==> config.mk <==
export PLATFORM = sky130hd
export DESIGN_NAME = jk_bank_sequencer
export DESIGN_NICKNAME = d
export VERILOG_FILES = /design/src/rtl/jk_bank_sequencer.sv
export SDC_FILE = /design/constraint.sdc
export NUM_CORES = 1
export LEC_CHECK = 0
export ABC_CLOCK_PERIOD_IN_PS = 3100
export CAP_MARGIN = 20
export CORE_MARGIN = 4
export CORE_UTILIZATION = 45
export CTS_CLUSTER_DIAMETER = 150
export DETAILED_ROUTE_END_ITERATION = 12
export HOLD_SLACK_MARGIN = 0.05
export PLACE_DENSITY = 0.88
export SLEW_MARGIN = 30
export SYNTH_ARGS = -nofsm -noshare
export SYNTH_HDL_FRONTEND = slang
export SYNTH_SLANG_ARGS = --single-unit
==> constraint.sdc <==
create_clock -name clk -period 3.1 [get_ports clk]
set_clock_uncertainty 0.2 [all_clocks]
set_input_delay 0.465 -clock clk [delete_from_list [all_inputs] [get_ports clk]]
set_output_delay 0.465 -clock clk [all_outputs]
set_load 0.01 [all_outputs]
==> src/rtl/jk_bank_sequencer.sv <==
// Round-robin sequencer sharing a bank of JK flip-flops between NREQ requesters.
// Each command drives one bit's j/k for a single cycle, then checks q against the expected value.
module jk_bank_sequencer #(
    parameter int NREQ  = 4,
    parameter int WIDTH = 8,
    parameter int SELW  = 3
) (
    input  logic                 clk,
    input  logic                 rst,
    input  logic [NREQ-1:0]      req,
    input  logic [2*NREQ-1:0]    op_in,
    input  logic [SELW*NREQ-1:0] sel_in,
    input  logic [WIDTH-1:0]     q,
    output logic [NREQ-1:0]      gnt,
    output logic [WIDTH-1:0]     j,
    output logic [WIDTH-1:0]     k,
    output logic                 busy,
    output logic                 done,
    output logic                 err
);

    localparam int PW = (NREQ > 1) ? $clog2(NREQ) : 1;

    typedef enum logic [1:0] {IDLE, DRIVE, CHECK} state_t;

    state_t            state_reg;
    logic [PW-1:0]     rr_ptr_reg;
    logic [NREQ-1:0]   gnt_reg;
    logic [WIDTH-1:0]  j_reg;
    logic [WIDTH-1:0]  k_reg;
    logic              busy_reg;
    logic              done_reg;
    logic              err_reg;
    logic [WIDTH-1:0]  sel_dec_reg;
    logic              exp_reg;
    logic              range_err_reg;

    // Round-robin pick: lowest requester at or above rr_ptr, else wrap to the lowest overall.
    logic [NREQ-1:0]   ptr_mask;
    logic [NREQ-1:0]   req_hi;
    logic [NREQ-1:0]   pick_src;
    logic [NREQ-1:0]   win_onehot;

    assign ptr_mask   = {NREQ{1'b1}} << rr_ptr_reg;
    assign req_hi     = req & ptr_mask;
    assign pick_src   = (|req_hi) ? req_hi : req;
    assign win_onehot = pick_src & (~pick_src + NREQ'(1));

    logic [NREQ:0][1:0]      op_acc;
    logic [NREQ:0][SELW-1:0] sel_acc;
    logic [NREQ:0][PW-1:0]   idx_acc;

    assign op_acc[0]  = '0;
    assign sel_acc[0] = '0;
    assign idx_acc[0] = '0;

    generate
        for (genvar gi = 0; gi < NREQ; gi++) begin : g_mux
            assign op_acc[gi+1]  = op_acc[gi]  | (op_in[2*gi +: 2] & {2{win_onehot[gi]}});
            assign sel_acc[gi+1] = sel_acc[gi] | (sel_in[SELW*gi +: SELW] & {SELW{win_onehot[gi]}});
            assign idx_acc[gi+1] = idx_acc[gi] | (PW'(gi) & {PW{win_onehot[gi]}});
        end
    endgenerate

    logic [1:0]        win_op;
    logic [SELW-1:0]   win_sel;
    logic [PW-1:0]     win_idx;
    logic [PW-1:0]     ptr_next;

    assign win_op   = op_acc[NREQ];
    assign win_sel  = sel_acc[NREQ];
    assign win_idx  = idx_acc[NREQ];
    assign ptr_next = (win_idx == PW'(NREQ - 1)) ? '0 : win_idx + PW'(1);

    // One-hot bit decode; an out-of-range sel decodes to all zeros.
    logic [WIDTH-1:0]  sel_dec;

    generate
        for (genvar gi = 0; gi < WIDTH; gi++) begin : g_dec
            assign sel_dec[gi] = (win_sel == SELW'(gi));
        end
    endgenerate

    logic win_qbit;
    logic in_range;
    logic exp_next;
    logic readback;

    assign win_qbit = |(q & sel_dec);
    assign in_range = |sel_dec;
    assign readback = |(q & sel_dec_reg);

    always_comb begin
        exp_next = 1'b0;
        case (win_op)
            2'b00:   exp_next = win_qbit;
            2'b01:   exp_next = 1'b0;
            2'b10:   exp_next = 1'b1;
            default: exp_next = ~win_qbit;
        endcase
    end

    always_ff @(posedge clk) begin
        if (rst) begin
            state_reg     <= IDLE;
            rr_ptr_reg    <= '0;
            gnt_reg       <= '0;
            j_reg         <= '0;
            k_reg         <= '0;
            busy_reg      <= 1'b0;
            done_reg      <= 1'b0;
            err_reg       <= 1'b0;
            sel_dec_reg   <= '0;
            exp_reg       <= 1'b0;
            range_err_reg <= 1'b0;
        end else begin
            case (state_reg)
                IDLE: begin
                    done_reg <= 1'b0;
                    err_reg  <= 1'b0;
                    if (|req) begin
                        gnt_reg       <= win_onehot;
                        j_reg         <= sel_dec & {WIDTH{win_op[1]}};
                        k_reg         <= sel_dec & {WIDTH{win_op[0]}};
                        sel_dec_reg   <= sel_dec;
                        exp_reg       <= exp_next;
                        range_err_reg <= ~in_range;
                        rr_ptr_reg    <= ptr_next;
                        busy_reg      <= 1'b1;
                        state_reg     <= DRIVE;
                    end
                end
                DRIVE: begin
                    gnt_reg   <= '0;
                    j_reg     <= '0;
                    k_reg     <= '0;
                    state_reg <= CHECK;
                end
                CHECK: begin
                    done_reg  <= 1'b1;
                    err_reg   <= range_err_reg | (readback != exp_reg);
                    busy_reg  <= 1'b0;
                    state_reg <= IDLE;
                end
                default: state_reg <= IDLE;
            endcase
        end
    end

    assign gnt  = gnt_reg;
    assign j    = j_reg;
    assign k    = k_reg;
    assign busy = busy_reg;
    assign done = done_reg;
    assign err  = err_reg;

endmodule
Word level (Yosys, flattened, before mapping)

Index checks and enable logic that the tools add are counted.

Register bits: 37
Input bits: 34
Output and inout bits: 23
Logic and storage cells: 82

Add/sub/neg operators: 2
Equal/unequal tests: 14
Shifts and indexed selects: 1
Multiplexer cells: 15
Bitwise operators: 26
Reductions and logical operators: 13

Operators with widths:

| kind                                                                   | number |
|---|---|
| 8-bit AND                                                              | 4 |
| 8-bit one-hot mux with 2 select lines                                  | 2 |
| 8-bit OR reduction                                                     | 3 |
| 8-bit two-way mux                                                      | 2 |
| 3-bit AND                                                              | 4 |
| 3-bit equality test (second input constant)                            | 4 |
| 3-bit OR                                                               | 3 |
| 2-bit AND                                                              | 4 |
| 4-bit AND                                                              | 2 |
| 4-bit two-way mux                                                      | 2 |
| 2-bit OR                                                               | 4 |
| 4-bit one-hot mux with 2 select lines                                  | 1 |
| 4-bit OR reduction                                                     | 2 |
| 2-bit equality test (second input constant)                            | 3 |
| 3-bit by 2-bit equality test with 1-bit output (second input constant) | 2 |
| 1-bit one-hot mux with 2 select lines                                  | 3 |
| 2-bit AND reduction                                                    | 3 |
| 4-bit by 1-bit adder with 4-bit output (second input constant)         | 1 |
| 2-bit by 1-bit equality test with 1-bit output (second input constant) | 2 |
| 2-bit zero test                                                        | 2 |
| 2-bit two-way mux                                                      | 2 |
| 4-bit NOT                                                              | 1 |
| 2-bit one-hot mux with 2 select lines                                  | 1 |
| 2-bit nonzero test                                                     | 2 |
| other kinds (11)                                                       | 12 |

Depth between registers and ports, before layout

Gate-level depths: netlist (run 1).

Depth after elaboration: 16
Depth in mapped cells: 10
Mapped depth without buffers: 8

Worst setup path after synthesis (run 1)

No wires, ideal clock.

Path kind: input port to flip-flop
From: in req[2]
To: reg exp_reg
Library setup time: 0.074 ns
Data arrival time: 2.237 ns
Required time: 2.826 ns
Slack: 0.588 ns
Stages on the path: 10
Path buffers: 2
Cell sequence: buf_2 a21oi_1 o211a_4 a32o_1 a211o_1 buf_6 mux2i_1 o32ai_1 or3_1 a31oi_1

Word-level cells in the longest chain between the ends: 15
Elaborated cells between the ends (all ways): 37
Classes of those cells: add/sub: 1; eq/ne: 9; mux: 2; bitwise: 19; reduce/logical: 6

Ends and longest elaborated chain:

| what                                                                   | line | RTL |
|---|---|---|
| start, declared                                                        | 10   | `input logic [NREQ-1:0] req,` |
| 4-bit AND                                                              | 45   | `assign req_hi = req & ptr_mask;` |
| 4-bit OR reduction                                                     | 46   | `assign pick_src = (\|req_hi) ? req_hi : req;` |
| 4-bit two-way mux                                                      | 46   |  |
| 4-bit NOT                                                              | 47   | `assign win_onehot = pick_src & (~pick_src + NREQ'(1));` |
| 4-bit by 1-bit adder with 4-bit output                                 | 47   |  |
| 4-bit AND                                                              | 47   |  |
| 3-bit AND                                                              | 60   | `assign sel_acc[gi+1] = sel_acc[gi] \| (sel_in[SELW*gi +: SELW] & {SELW{win_onehot[gi]}});` |
| 3-bit OR (3 in series)                                                 | 60   |  |
| 3-bit by 1-bit equality test with 1-bit output (tied with other cells) | 80   | `assign sel_dec[gi] = (win_sel == SELW'(gi));` |
| 8-bit AND                                                              | 89   | `assign win_qbit = \|(q & sel_dec);` |
| 8-bit OR reduction                                                     | 89   |  |
| 1-bit NOT                                                              | 99   | `default: exp_next = ~win_qbit;` |
| 1-bit one-hot mux with 3 select lines                                  | 95   | `case (win_op)` |
| end signal, assigned                                                   | 126  | `exp_reg <= exp_next;` |
| end, declared                                                          | 35   | `logic exp_reg;` |

Parallel ways exist; a longest one is shown, timed or not.
A chain may end at the register's enable or synchronous reset.

Worst setup path after layout (run 1)

From: in req[0]
To: reg k_reg[5], in the netlist k[5]

Word-level cells in the longest chain between the ends: 14
Elaborated cells between the ends (all ways): 27
Classes of those cells: add/sub: 1; eq/ne: 2; mux: 3; bitwise: 18; reduce/logical: 3

Ends and longest elaborated chain:

| what                                   | line | RTL |
|---|---|---|
| 4-bit AND                              | 45   |  |
| 4-bit OR reduction                     | 46   |  |
| 4-bit two-way mux                      | 46   |  |
| 4-bit NOT                              | 47   |  |
| 4-bit by 1-bit adder with 4-bit output | 47   |  |
| 4-bit AND                              | 47   |  |
| 3-bit AND                              | 60   |  |
| 3-bit OR (3 in series)                 | 60   |  |
| 3-bit equality test                    | 80   |  |
| 8-bit AND                              | 124  | `k_reg <= sel_dec & {WIDTH{win_op[0]}};` |
| 8-bit two-way mux                      | 121  | `if (\|req) begin` |
| 8-bit one-hot mux with 2 select lines  | 117  | `case (state_reg)` |
| end signal, assigned                   | 124  |  |
| end, declared                          | 30   | `logic [WIDTH-1:0] k_reg;` |

Parallel ways exist; a longest one is shown, timed or not. The select of a mux whose other input is x is not followed.

==> results.rst, run 1 <==
.. list-table::
   :header-rows: 1

   * - Metric
     - Value
   * - Number of storage elements in the synthesis netlist
     - 37
   * - Area of the die
     - 4740 sq um
   * - Endpoint, Worst Hold
     - err
   * - Unrepaired setup endpoints after global routing
     - no
   * - Pre-Repair DR Iteration Count
     - 4
   * - Sort of element at the end of the critical path
     - flop
   * - Outcome
     - finished, final reports clean
   * - Synth area leader
     - sky130_fd_sc_hd__dfxtp_1
   * - GRT Overall Usage
     - 22.7%
   * - Number of non-filler instances in the completed layout
     - 306
   * - Maximum ir drop on the vdd rail
     - between 0.4 and 0.5 mV
   * - Post-placement cell area
     - 2370 sq um
   * - Max-cap check violation count
     - 0
   * - Power dissipated by switching net loads
     - 364 uW
   * - Share of the clock period used by the worst path after layout
     - 93.1%
   * - Start of the worst register-to-register path
     - rr_ptr_reg[1]
   * - Ys flop type
     - sky130_fd_sc_hd__dfxtp_1
   * - Setup-violating endpoint count in the final report
     - 0
   * - Area overhead of the layout relative to synthesis
     - 47.7%
   * - Hold depth
     - 2
   * - Final nets
     - a little under 300
   * - Chip Width
     - 68.9 um
   * - Total grt overflow
     - 0
   * - Compound-gate portion of the synthesized area
     - 28.5%
   * - Critical path data arrival time
     - 2910 ps
   * - Final cell utilization of the core
     - 71.5%
   * - Synthesized-area fraction occupied by xor and xnor cells
     - less than 1%
   * - Standard-cell row count
     - 21
   * - Worst Path Required
     - roughly 3100 ps
   * - Startpoint of the worst hold path
     - err
   * - Synth unique cells
     - 42
   * - Highest clock rate
     - 0.347 GHz
   * - Timing startpoint of the critical path
     - req[0]
   * - DPL Wire Length
     - 3660 um
   * - First-pass GRT wire length
     - 7910 um
   * - Kind of start point of the critical path
     - primary input
   * - Number of flops mapped to enable cells by yosys
     - 0
   * - Fraction of the mapped netlist area in simple logic gates
     - a little over a fifth
   * - Synth Area in Adders
     - 0%
   * - Placed instance count
     - 298
   * - Destination of the worst register-to-register timing path
     - k[4]
   * - Clk network pwr share
     - 27.3%
   * - Clk Tree Root Cell
     - sky130_fd_sc_hd__clkbuf_8
   * - Total power draw
     - 1.19 mW
   * - Least-Margin Pin Slew
     - 619 ps
   * - Final hold viol count
     - 0
   * - Number of instances in the synthesized netlist
     - 188
   * - Synthesized area divided by synthesized cell count
     - about 8.9 sq um
   * - Port bufs
     - 56
   * - Clock tree from TritonCTS
     - built
   * - Fraction of final layout cells sized beyond drive strength 1
     - 11.9%
   * - Cell area after layout
     - 2460 sq um
   * - Post-route setup TNS
     - 0 ps
   * - Dominant combinational cell family by area after synthesis
     - compound AO/OA/AOI/OAI gates
   * - Sequential-to-total area share from yosys stat
     - 44.4%
   * - Share of total power in combinational logic
     - 28.3%
   * - Fraction of registers with async set/reset
     - 0%
   * - Ports
     - 57
   * - Final-report max-slew violation count
     - 0
   * - Place WS
     - -10.8 ps
   * - Total routed wirelength
     - 4810 um
   * - Pin count of the biggest net entering global routing
     - 12
   * - Min-Delay Path Class
     - reg -> reg
   * - Number of cells on the worst reg-to-reg path
     - 9
   * - Final routed wire length divided by cell count
     - approximately 16 um
   * - Most used standard cells in the synthesized netlist
     - sky130_fd_sc_hd__dfxtp_1 (37), sky130_fd_sc_hd__nor2_1 (24), sky130_fd_sc_hd__a21oi_1 (14)
   * - Internal power consumption
     - around 830 uW
   * - Clock-pin slew on the worst setup and hold paths
     - approximately 70 ps
   * - Placeable core region
     - 3440 sq um
   * - Clock H-tree levels
     - 2
   * - Share of the synthesized area in the top cell type
     - around 44%
   * - Multiplexer share of the synthesized area
     - 2.40%
   * - Top cells by area, synth
     - sky130_fd_sc_hd__dfxtp_1 (44%), sky130_fd_sc_hd__a22o_1 (5.8%), sky130_fd_sc_hd__nor2_1 (5.4%), sky130_fd_sc_hd__a22oi_1 (5.0%), sky130_fd_sc_hd__a21oi_1 (4.2%)
   * - Height of the die
     - 68.9 um
   * - Number of global-route vias before repair
     - about 1700
   * - Final critical path time including I/O delays and setup
     - 2880 ps
   * - Final critical-path setup slack
     - between 200 and 250 ps
   * - Drt first-iter violations
     - about 120
   * - Reg power frac
     - 44.4%
   * - Flop-to-flop setup slack
     - between 500 and 600 ps
   * - Number of sinks driven by the clock tree
     - 37
   * - Vias after detailed routing
     - 1747
   * - Leakage power
     - 0.948 nW
   * - PwrDens
     - 485 nW/um^2
   * - Fin Hold WS
     - 269 ps
   * - Start-to-end type of the worst setup path
     - in -> reg
   * - Antenna violation net count after detailed routing
     - 0
   * - Inserted Diodes
     - 0
   * - Filler cells
     - 267
   * - Max-slew headroom
     - 58.4%
   * - Post-route DRC
     - 0
   * - Routability-driven placement congestion ratio
     - 0.879
   * - CTS Buffer Depth
     - 2
   * - Number of clock buffers inserted by TritonCTS
     - 5
   * - Clock latency reported for the late side of the worst-skew pair
     - ~290 ps
   * - Largest fanout of any net on the critical path
     - 7
   * - Net count of the mapped netlist
     - 222
   * - Via-to-Cell Ratio
     - approximately 5.7
   * - Number of warning messages in the yosys log
     - 0
   * - Antenna violations before repair
     - 0
   * - Switching share of power
     - 30.5%
   * - Initial standard-cell utilization of the core
     - 48.4%
   * - Area of the mapped netlist
     - 1670 sq um
   * - Leading cell type by number of instances after synthesis
     - sky130_fd_sc_hd__dfxtp_1
layer usage:
metal	GRT usage (%)	part of all wire [%]	vias to the layer above
li1	-	-	843
met1	29.4	44	836
met2	36.7	49	59
met3	4.54	5.1	9
met4	9.49	2.0	0
met5	0	0	-
worst max-delay path by stage:
stage,to,slack [ps]
floorplan,exp_reg,590
global placement,k[4],30
detailed placement,k[4],-10
CTS,k[5],270
global route,k[4],50
finish,k[5],220
cells in the final DEF, fill, tap and decap left out, types with 4 or more instances in the layout:
| master | netlist | layout |
|---|---|---|
| sky130_fd_sc_hd__a21oi_1 | 14 | 14 |
| sky130_fd_sc_hd__a22o_1 | 11 | 11 |
| sky130_fd_sc_hd__a22oi_1 | 11 | 11 |
| sky130_fd_sc_hd__buf_4 | 0 | 18 |
| sky130_fd_sc_hd__clkbuf_8 | 0 | 5 |
| sky130_fd_sc_hd__clkdlybuf4s50_1 | 0 | 56 |
| sky130_fd_sc_hd__dfxtp_1 | 37 | 37 |
| sky130_fd_sc_hd__mux2i_1 | 4 | 4 |
| sky130_fd_sc_hd__nand2_1 | 13 | 13 |
| sky130_fd_sc_hd__nand2b_1 | 5 | 5 |
| sky130_fd_sc_hd__nor2_1 | 24 | 24 |
| sky130_fd_sc_hd__nor3_1 | 10 | 10 |
| sky130_fd_sc_hd__o21ai_0 | 6 | 6 |
critical path: stages:
cell and delay (ps):
sky130_fd_sc_hd__clkdlybuf4s50_1 510, sky130_fd_sc_hd__or2_1 290, sky130_fd_sc_hd__a21oi_1 190, sky130_fd_sc_hd__o21a_1 260, sky130_fd_sc_hd__a211o_1 290, sky130_fd_sc_hd__buf_4 180, sky130_fd_sc_hd__nand2_1 70, sky130_fd_sc_hd__nor3_1 440
sky130_fd_sc_hd__a22oi_1 130, sky130_fd_sc_hd__nor2_1 100
cells by family after synthesis:
| logic type | Yosys count |
|---|---|
| and+or+nand+nor | 71 |
| AOI/OAI and AO/OA | 64 |
| DFF | 37 |
| buffers and inverters | 11 |
| muxes | 4 |
| xor gates and xnor gates | 1 |
power by group through the flow:
| stage | Clock, mW | Combinational, mW | Sequential [mW] |
|---|---|---|---|
| after floorplan | 0 | 0.187 | 0.540 |
| after global placement | 0 | 0.325 | 0.539 |
| after detailed placement | 0 | 0.331 | 0.540 |
| after CTS | 0.329 | 0.333 | 0.530 |
| after global routing | 0.349 | 0.371 | 0.534 |
| final | 0.326 | 0.338 | 0.530 |
final cells by class:
cell class / instances / area (sq um) / area share (%)
multi-input cells: 140 / 881 / 35.8
clock buffers: 6 / 72.6 / 2.95
flip-flops and latches: 37 / 741 / 30.1
clock inverters: 2 / 10.0 / 0.407
repair buffers: 74 / 696 / 28.3
well taps: 46 / 57.6 / 2.34
inverters: 1 / 3.75 / 0.153
repair_timing:
action / CTS / global route
endpoints found under the setup margin: 0 / 1
gates resized for setup: 0 / 1
hold buffers: 0 / 0
setup buffers: 0 / 0
hold endpoints to repair: 0 / 0
Power figures use the tool's default switching activity.
==> run 2, diff against run 1 <==
CORE_MARGIN = 3   (was 4)
TNS_END_PERCENT = 30   (was default)
==> results.rst, run 2 (synthesis results as in run 1) <==
.. list-table::
   :header-rows: 1

   * - Metric
     - Value
   * - Routability-driven placement congestion ratio
     - 0.854 (-2.9%)
   * - Most common cell after layout, fill and taps aside
     - sky130_fd_sc_hd__clkdlybuf4s50_1
   * - Max-slew headroom
     - 50.5% (-7.9 points)
   * - Filler cells
     - 280 (+4.9%)
   * - Height of the die
     - 66.9 um (-2.9%)
   * - Total routed wirelength
     - 4900 um (+1.8%)
   * - PwrDens
     - 493 nW/um^2 (+1.5%)
   * - Flop-to-flop setup slack
     - 530 ps (about the same)
   * - Largest fanout of any net on the critical path
     - 7 (unchanged)
   * - Pre-Repair DR Iteration Count
     - 4 (unchanged)
   * - Endpoint, Worst Hold
     - err
   * - Standard-cell row count
     - 21 (unchanged)
   * - CTS Buffer Depth
     - 2 (unchanged)
   * - Place WS
     - -44.4 ps (-33.5 ps)
   * - Clk network pwr share
     - 28.1% (+0.8 points)
   * - Cts-stage hold buffer count
     - 0 (unchanged)
   * - Leakage power
     - 0.945 nW (-0.35%)
   * - Final routed wire length divided by cell count
     - 16.0 um (+2.1%)
   * - Final cell utilization of the core
     - 71.5% (about the same)
   * - Kind of start point of the critical path
     - primary input
   * - Setup-violating endpoint count in the final report
     - 0 (unchanged)
   * - Share of total power in combinational logic
     - 28.1% (-0.2 points)
   * - Start-to-end type of the worst setup path
     - in -> reg
   * - Number of sinks driven by the clock tree
     - 37 (unchanged)
   * - Switching share of power
     - 29.8% (-0.65 points)
   * - Total grt overflow
     - 0 (unchanged)
   * - Clock latency reported for the late side of the worst-skew pair
     - 290 ps (about the same)
   * - Number of cells on the worst reg-to-reg path
     - 9 (unchanged)
   * - DPL Wire Length
     - 3770 um (+3.0%)
   * - Area of the die
     - 4470 sq um (-5.7%)
   * - Clock-pin slew on the worst setup and hold paths
     - 70 ps (about the same)
   * - Max-cap check violation count
     - 0 (unchanged)
   * - Placed instance count
     - 298 (unchanged)
   * - Final critical path time including I/O delays and setup
     - 2890 ps (+2.77 ps)
   * - GRT Overall Usage
     - 23.8% (+1.1 points)
   * - Multi-input logic area
     - 875 sq um (-0.71%)
   * - Ports
     - 57 (unchanged)
   * - Power dissipated by switching net loads
     - 362 uW (-0.61%)
   * - Worst Path Required
     - 3130 ps (about the same)
   * - Area overhead of the layout relative to synthesis
     - 47.7% (about the same)
   * - Highest clock rate
     - 0.346 GHz (about the same)
   * - Final-report max-slew violation count
     - 0 (unchanged)
   * - Least-Margin Pin Slew
     - 737 ps (+118 ps)
   * - Share of the clock period used by the worst path after layout
     - 93.1% (about the same)
   * - Sort of element at the end of the critical path
     - flop
   * - Fraction of final layout cells sized beyond drive strength 1
     - 11.6% (-0.34 points)
   * - Final nets
     - 293 (unchanged)
   * - Min-Delay Path Class
     - reg -> reg
   * - Placeable core region
     - 3440 sq um (unchanged)
   * - FF+latch area
     - 741 sq um (unchanged)
   * - Final hold viol count
     - 0 (unchanged)
   * - Unrepaired setup endpoints after global routing
     - no
   * - Fin Hold WS
     - 267 ps (-2.64 ps)
   * - Start of the worst register-to-register path
     - rr_ptr_reg[1]
   * - Number of non-filler instances in the completed layout
     - 305 (-0.33%)
   * - Final critical-path setup slack
     - 212 ps (-2.77 ps)
   * - Post-route DRC
     - 0 (unchanged)
   * - Inserted Diodes
     - 0 (unchanged)
   * - Critical path data arrival time
     - 2910 ps (about the same)
   * - Clk Tree Root Cell
     - sky130_fd_sc_hd__clkbuf_8
   * - Number of global-route vias before repair
     - 1728 (+0.52%)
   * - Antenna violations before repair
     - 0 (unchanged)
   * - First-pass GRT wire length
     - 8010 um (+1.2%)
   * - Commonest cells after routing, fill and taps aside
     - sky130_fd_sc_hd__clkdlybuf4s50_1 (56), sky130_fd_sc_hd__dfxtp_1 (37), sky130_fd_sc_hd__nor2_1 (24)
   * - Destination of the worst register-to-register timing path
     - k[4]
   * - Maximum ir drop on the vdd rail
     - 0.431 mV (-1.2%)
   * - Clock tree from TritonCTS
     - built
   * - Drt first-iter violations
     - 111 (-9.0%)
   * - Port bufs
     - 56 (unchanged)
   * - Vias after detailed routing
     - 1749 (+0.11%)
   * - Pin count of the biggest net entering global routing
     - 12 (unchanged)
   * - Startpoint of the worst hold path
     - err
   * - Initial standard-cell utilization of the core
     - 48.4% (unchanged)
   * - Reg power frac
     - 43.8% (-0.6 points)
   * - Internal power consumption
     - 851 uW (+2.5%)
   * - Setup repair bufs after CTS
     - 0 (unchanged)
   * - Outcome
     - finished, final reports clean
   * - Clock H-tree levels
     - 2 (unchanged)
   * - Resized Gates After CTS
     - 0 (unchanged)
   * - Number of clock buffers inserted by TritonCTS
     - 5 (unchanged)
   * - Antenna violation net count after detailed routing
     - 0 (unchanged)
   * - Chip Width
     - 66.9 um (-2.9%)
   * - Via-to-Cell Ratio
     - 5.73 (+0.44%)
   * - Hold depth
     - 2 (unchanged)
==> run 2: cell types whose count changed in the layout (fill, tap and decap cells not counted) <==
cell and change:
sky130_fd_sc_hd__clkinv_2 -2, sky130_fd_sc_hd__clkbuf_1 -1, sky130_fd_sc_hd__clkbuf_8 +1, sky130_fd_sc_hd__clkinvlp_4 +1
sky130_fd_sc_hd__nor4b_1 +1, sky130_fd_sc_hd__nor4b_2 -1
==> run 2: area by class of cell <==
class / instances / share of cell area [%]
Multi-Input combinational cell: 140 / 35.5
Sequential cell: 37 / 30.1
Timing Repair Buffer: 74 / 28.3
Clock buffer: 6 / 3.35
Tap cell: 46 / 2.34
Clock inverter: 1 / 0.305
Inverter: 1 / 0.152
==> run 2: how the worst max path moves through the flow <==
| stage | startpoint | end | slack, ps | cells past startpoint |
|---|---|---|---|---|
| 6_report | req[0] | k[4] | 210 | 10 |
| 5_1_grt | req[3] | k[5] | 50 | 10 |
| 4_1_cts | req[0] | exp_reg | 250 | 9 |
| 3_5_place_dp | req[0] | exp_reg | -40 | 9 |
| 3_3_place_gp | req[2] | k[4] | 30 | 10 |
| 2_1_floorplan | req[2] | exp_reg | 590 | 10 |
==> run 2: per-stage QoR <==
stage          setup TNS [ps]  power, mW  instance area [sq um]
2_1_floorplan               0      0.727                   1670
3_3_place_gp                0      0.867                   2370
3_5_place_dp            -71.4      0.876                   2370
4_1_cts                     0       1.21                   2460
5_1_grt                     0       1.27                   2460
6_report                    0       1.21                   2460
==> run 2: critical path, cell delays in order <==
cell                              delay, ps
sky130_fd_sc_hd__clkdlybuf4s50_1        580
sky130_fd_sc_hd__or2_1                  190
sky130_fd_sc_hd__a21oi_1                110
sky130_fd_sc_hd__o21a_1                 260
sky130_fd_sc_hd__a211o_1                410
sky130_fd_sc_hd__buf_4                  190
sky130_fd_sc_hd__nand2b_1               140
sky130_fd_sc_hd__nor3_1                 330
sky130_fd_sc_hd__a22oi_1                130
sky130_fd_sc_hd__nor2_1                 100
==> run 2: power groups by stage <==
stage               combinational [mW]  clock, mW  sequential (mW)
global placement                 0.328          0            0.539
global route                     0.368      0.365            0.534
floorplan                        0.187          0            0.540
detailed placement               0.336          0            0.541
CTS                              0.338      0.347            0.530
finish                           0.341      0.341            0.531
==> run 2: layer usage <==
metal	track usage, %	share of wire, %
met4	6.84	0.96
met1	28.9	43
met5	0	0
met2	41.5	51
met3	5.56	4.6
